`config.mk`:
```
export PLATFORM = sky130hd
export DESIGN_NAME = load_store_unit
export DESIGN_NICKNAME = d
export VERILOG_FILES = /design/src/rtl/load_store_unit.sv
export SDC_FILE = /design/constraint.sdc
export NUM_CORES = 1
export LEC_CHECK = 0
export ABC_AREA = 1
export CORE_MARGIN = 3
export CORE_UTILIZATION = 30
export CTS_CLUSTER_SIZE = 24
export DETAILED_ROUTE_END_ITERATION = 10
export HOLD_SLACK_MARGIN = 0.06
export PLACE_DENSITY = 0.58
export REMOVE_ABC_BUFFERS = 1
export SETUP_SLACK_MARGIN = 0.2
export SYNTH_ARGS = -nofsm -noshare
export SYNTH_HDL_FRONTEND = slang
export SYNTH_SLANG_ARGS = --single-unit
export TNS_END_PERCENT = 10
```
`constraint.sdc`:
```
create_clock -name clk -period 2.9 [get_ports clk]
set_input_delay 0.29 -clock clk [delete_from_list [all_inputs] [get_ports clk]]
set_output_delay 0.29 -clock clk [all_outputs]
set_load 0.02 [all_outputs]
```
`src/rtl/load_store_unit.sv`:
```
// rtl/load_store_unit.sv - RV32I load/store unit: one single-beat Wishbone-style access per request
// Loads are aligned/extended here and written straight into the register file in the done cycle.
module load_store_unit #(
  parameter int unsigned TIMEOUT = 16
) (
  input  logic        clk,
  input  logic        rst,
  input  logic        start,
  input  logic        is_store,
  input  logic [2:0]  funct3,
  input  logic [31:0] addr,
  input  logic [31:0] store_data,
  input  logic [4:0]  rd_in,
  output logic        busy,
  output logic        done,
  output logic        fault,
  output logic        bus_cyc,
  output logic        bus_stb,
  output logic        bus_we,
  output logic [31:0] bus_adr,
  output logic [3:0]  bus_sel,
  output logic [31:0] bus_dat_o,
  input  logic [31:0] bus_dat_i,
  input  logic        bus_ack,
  output logic        rf_wr,
  output logic [4:0]  rf_rd,
  output logic [31:0] rf_rd_d
);

  typedef enum logic [1:0] {IDLE, BUS, RESP} state_t;

  state_t      state_q, state_d;
  logic        is_store_q, is_store_d;
  logic [2:0]  funct3_q, funct3_d;
  logic [31:0] addr_q, addr_d;
  logic [31:0] store_data_q, store_data_d;
  logic [4:0]  rd_q, rd_d;
  logic [31:0] cnt_q, cnt_d;
  logic        fault_q, fault_d;
  logic        rf_wr_q, rf_wr_d;
  logic [31:0] rf_data_q, rf_data_d;

  logic        illegal, misaligned, in_bus;
  logic [3:0]  lane_sel;
  logic [31:0] lane_dat;
  logic [7:0]  ld_byte;
  logic [15:0] ld_half;
  logic [31:0] ld_val;

  // Request checks look at the raw inputs because they are evaluated in the latching cycle.
  assign illegal    = is_store ? (funct3 > 3'b010)
                               : (funct3 == 3'b011 || funct3[2:1] == 2'b11);
  assign misaligned = (funct3[1:0] == 2'b01 && addr[0]) ||
                      (funct3[1:0] == 2'b10 && addr[1:0] != 2'b00);

  always_comb begin
    lane_sel = 4'b1111;
    lane_dat = store_data_q;
    case (funct3_q[1:0])
      2'b00: begin
        lane_sel = 4'b0001 << addr_q[1:0];
        lane_dat = {4{store_data_q[7:0]}};
      end
      2'b01: begin
        lane_sel = addr_q[1] ? 4'b1100 : 4'b0011;
        lane_dat = {2{store_data_q[15:0]}};
      end
      default: ;
    endcase
  end

  always_comb begin
    ld_byte = bus_dat_i[7:0];
    case (addr_q[1:0])
      2'b01:   ld_byte = bus_dat_i[15:8];
      2'b10:   ld_byte = bus_dat_i[23:16];
      2'b11:   ld_byte = bus_dat_i[31:24];
      default: ;
    endcase
    ld_half = addr_q[1] ? bus_dat_i[31:16] : bus_dat_i[15:0];
    case (funct3_q)
      3'b000:  ld_val = {{24{ld_byte[7]}}, ld_byte};
      3'b001:  ld_val = {{16{ld_half[15]}}, ld_half};
      3'b100:  ld_val = {24'h0, ld_byte};
      3'b101:  ld_val = {16'h0, ld_half};
      default: ld_val = bus_dat_i;
    endcase
  end

  always_comb begin
    state_d      = state_q;
    is_store_d   = is_store_q;
    funct3_d     = funct3_q;
    addr_d       = addr_q;
    store_data_d = store_data_q;
    rd_d         = rd_q;
    cnt_d        = cnt_q;
    fault_d      = fault_q;
    rf_wr_d      = 1'b0;
    rf_data_d    = rf_data_q;
    case (state_q)
      IDLE: begin
        cnt_d = 32'h0;
        if (start) begin
          is_store_d   = is_store;
          funct3_d     = funct3;
          addr_d       = addr;
          store_data_d = store_data;
          rd_d         = rd_in;
          fault_d      = illegal | misaligned;
          state_d      = (illegal | misaligned) ? RESP : BUS;
        end
      end
      BUS: begin
        if (bus_ack) begin
          state_d   = RESP;
          fault_d   = 1'b0;
          rf_wr_d   = !is_store_q && (rd_q != 5'd0);
          rf_data_d = ld_val;
          cnt_d     = 32'h0;
        end else if (TIMEOUT > 0 && cnt_q == 32'(TIMEOUT - 1)) begin
          // stb has now been high for TIMEOUT cycles with no ack
          state_d = RESP;
          fault_d = 1'b1;
          cnt_d   = 32'h0;
        end else begin
          cnt_d = cnt_q + 32'd1;
        end
      end
      RESP: begin
        state_d = IDLE;
        fault_d = 1'b0;
      end
      default: state_d = IDLE;
    endcase
  end

  always_ff @(posedge clk) begin
    if (rst) begin
      state_q      <= IDLE;
      is_store_q   <= 1'b0;
      funct3_q     <= 3'b0;
      addr_q       <= 32'h0;
      store_data_q <= 32'h0;
      rd_q         <= 5'd0;
      cnt_q        <= 32'h0;
      fault_q      <= 1'b0;
      rf_wr_q      <= 1'b0;
      rf_data_q    <= 32'h0;
    end else begin
      state_q      <= state_d;
      is_store_q   <= is_store_d;
      funct3_q     <= funct3_d;
      addr_q       <= addr_d;
      store_data_q <= store_data_d;
      rd_q         <= rd_d;
      cnt_q        <= cnt_d;
      fault_q      <= fault_d;
      rf_wr_q      <= rf_wr_d;
      rf_data_q    <= rf_data_d;
    end
  end

  assign in_bus    = (state_q == BUS);
  assign busy      = (state_q != IDLE);
  assign done      = (state_q == RESP);
  assign fault     = done & fault_q;
  assign bus_cyc   = in_bus;
  assign bus_stb   = in_bus;
  assign bus_we    = in_bus & is_store_q;
  assign bus_adr   = in_bus ? {addr_q[31:2], 2'b00} : 32'h0;
  assign bus_sel   = in_bus ? lane_sel : 4'b0000;
  assign bus_dat_o = in_bus ? lane_dat : 32'h0;
  assign rf_wr     = rf_wr_q;
  assign rf_rd     = rd_q;
  assign rf_rd_d   = rf_data_q;

endmodule
```
==> summary.md <==
| Metric | Value |
|---|---|
| GR Util All Layers | 18.1% |
| Combinational family with the most area after synthesis | simple AND/OR/NAND/NOR gates |
| Synth-to-Final Area Change | 45.8% |
| CP Class | reg2out |
| CP endpoint kind | output port |
| Final Cell Area | 10200 µm² |
| Clock-pin slew on the worst setup and hold paths | 60 ps |
| Port Buf Inserts | 218 |
| Routed len/inst | 14.5 µm |
| Mux contribution to synthesized area | 0% |
| DP HPWL | 16700 µm |
| DRT Pass-1 Iters | 5 |
| Top cell type by total area after synthesis | dfxtp_1 |
| Synth Area in Adders | 0.896% |
| Final WL | 23200 µm |
| Ys Warns | 0 |
| Post-Synth XOR/XNOR Area | 1.38% |
| Core area | 22800 µm² |
| Root buffer cell | clkbuf_16 |
| Worst skew pair latency | 420 ps |
| Post-synthesis sequential element count | 141 |
| Max Cap Viol | 0 |
| Layout cells sized above 1 | 6.07% |
| Vias | 7355 |
| Setup bufs post-CTS | 0 |
| Slowest stage cell, crit path | clkdlybuf4s50_1 |
| Final period util | 88.2% |
| Initial antenna violation count | 0 |
| Top Ports | 221 |
| Time the worst path needs with I/O delays and setup | 2560 ps |
| Post-DRT Antenna Nets | 0 |
| Buffer and inverter count on the worst path | 3 |
| CP max FO | 12 |
| Status | completed |
| Crit path top cell by count | clkinvlp_4 |
| Synth async-reset ratio | 0% |
| CP startpoint | funct3_q[1] |
| FF-to-FF path depth | 9 |
| Die height | 159 µm |
| CP Capture Point | bus_sel[2] |
| Slowest stage delay, CP | 620 ps |
| N_diodes | 0 |
| Post-synth EDFFs | 0 |
| Post-Route Skew | 10.8 ps |
| RSZ-0062 raised after global routing | yes |
| H-tree depth | 4 |
| Worst hold start | funct3[2] |
| Die W | 159 µm |
| P per Cell Area | 563 nW/µm² |
| Placed instance area | 9460 µm² |
| Clock buffer depth | 2 |
| Reg2reg start | state_q[0] |
| Num CTS Buffers | 17 |
| CTS tree | done |
| Largest cells by area after synthesis | dfxtp_1, nor2_1, nand2_1 |
| Global-route wire length before repair | 36100 µm |
| Min-delay worst type | in2reg |
| Worst vdd ir | 0.370 mV |
| Register area share after synthesis | 40.4% |
| Via density | 4.61 |
| Crit start category | flop |
| Total gr overflow | 0 |
| CTS sink cnt | 141 |
| Cells after Synth | 1076 |
| Fin. Hold Viols | 0 |
| Critical Path AT | 2270 ps |
| Initial DRC Count | 365 |
| Synth Area in Compound Gates | 15.5% |
| Initial Util | 30.7% |
| Req. time, crit path | 2610 ps |
| Slew headroom | 59.1% |
| Leakage Power | 4.36 nW |
| Final GP Congestion | 0.842 |
| Synth top area share | 40.4% |
| Syn_area_per_cell | 6.49 µm² |
| Largest net degree at the start of global routing | 68 |
| Number of library cell types mapped by synthesis | 41 |
| Achievable Freq | 391 MHz |
| Pins Over Slew Limit | 0 |
| # rows | 55 |
| Worst Max-Slew Pin Slew | 611 ps |
| # nets final | 1385 |
| Reg2Reg Setup Slack | 600 ps |
| Simple-Gate Fraction of Synth Area | 31.9% |
| Dominant synthesized flop cell | dfxtp_1 |
| Vias in the first global route | 6992 |
| Setup violators final | 0 |
| Worst reg2reg path endpoint | cnt_q[17] |
| Top delay family on crit path | buffers and inverters |
| DR DRC count | 0 |
| Setup TNS | 0 ps |
| Crit-path cells | clkinvlp_4, nand2_4, clkinvlp_4, a21oi_1, clkdlybuf4s50_1 |
| Critical Path Stages | 5 |
| Post-Synthesis Cell Area | 6980 µm² |
| Area of the die | 25100 µm² |
-- cell usage in the layout (no fill, tap or decap), drive strengths merged, types with 6 or more instances in the layout --
master         count
a21oi             44
buf               17
bufinv             6
clkbuf            19
clkdlybuf4s50    213
dfxtp            141
inv              108
nand2            178
nand3             34
nand4             10
nor2             282
nor3              23
o21ai            140
o22ai              8
o31ai              7
xor2               6
-- cell usage after synthesis (2+ instances only) --
| cell | number |
|---|---|
| nor2_2 | 3 |
| nor3_1 | 20 |
| nand3b_1 | 5 |
| clkinv_1 | 3 |
| o31ai_1 | 7 |
| clkbuf_1 | 42 |
| buf_4 | 3 |
| nor2_1 | 279 |
| buf_6 | 3 |
| nand3_1 | 33 |
| buf_1 | 3 |
| nor4_1 | 3 |
| o211ai_1 | 2 |
| nor3b_1 | 2 |
| buf_2 | 9 |
| dfxtp_1 | 141 |
| o22ai_1 | 8 |
| o21ai_0 | 130 |
| xnor2_1 | 5 |
| xor2_1 | 6 |
| or2_2 | 3 |
| inv_2 | 4 |
| ha_1 | 5 |
| nand2_1 | 175 |
| nand4_1 | 10 |
| nor3_2 | 3 |
| a21oi_1 | 43 |
| o21ai_1 | 9 |
| nand2_2 | 2 |
| or2_0 | 2 |
| inv_1 | 103 |
-- timing repair --
| item | in CTS | in global routing |
|---|---|---|
| gates resized for setup | 1 | 12 |
| endpoints found under the setup margin | 6 | 23 |
| hold buffers | 0 | 0 |
| hold endpoints to repair | 0 | 0 |
-- kinds of logic after synthesis --
logic type / count (synthesis)
other: 1
buffers and inverters: 170
adders and majority gates: 5
and+or+nand+nor: 544
AOI/OAI and AO/OA: 204
DFF: 141
xor gates and xnor gates: 11
-- per-stage QoR --
step,utilization [%],hold WS (ps),total power [W],worst slack [ps],instances
2_1_floorplan,-,359,0.00273,-783,1017
3_3_place_gp,41.5,462,0.00322,562,1565
3_5_place_dp,41.5,471,0.00323,529,1565
4_1_cts,44.5,452,0.00578,91.8,1597
5_1_grt,44.7,470,0.00600,182,1597
6_report,44.7,472,0.00573,342,1597
-- per-layer routing --
metal | track usage (%) | share of wire [%] | vias to the layer above
li1 | - | - | 3802
met1 | 22.6 | 43 | 3314
met2 | 29.3 | 47 | 215
met3 | 7.28 | 8.6 | 24
met4 | 4.34 | 1.3 | 0
met5 | 0 | 0 | -
-- power breakdown --
group	total, W	internal, W	switching [W]
Sequential	0.00217	0.00208	0.0000965
Combinational	0.00101	0.000424	0.000591
Clock	0.00254	0.00164	0.000900
Total	0.00573	0.00414	0.00159
-- registers in the layout, indices dropped and copies added, names as in the netlist --
name,flops
rf_rd_d,32
cnt_q,32
fault_q,1
rf_wr,1
addr_q,32
state_q,2
funct3_q,3
rf_rd,5
store_data_q,32
is_store_q,1
-- worst min-delay path, delay by kind of cell --
family	cells	cell delay, ps
AOI/OAI and AO/OA	1	60
buffers and inverters	2	500
-- final cells by class --
type	instances	area (µm²)
fillers	2342	12600
multi-input cells	766	3510
flip-flops and latches	141	2820
repair buffers	235	2360
clock buffers	19	443
inverters	110	424
well taps	313	392
clock inverters	13	236
-- worst min path at each step --
stage	cells past startpoint	endpoint
floorplan	1	state_q[0]
global placement	2	addr_q[14]
detailed placement	2	is_store_q
CTS	3	funct3_q[2]
global route	3	addr_q[22]
finish	3	funct3_q[2]
(Power assumes the default switching activity.)
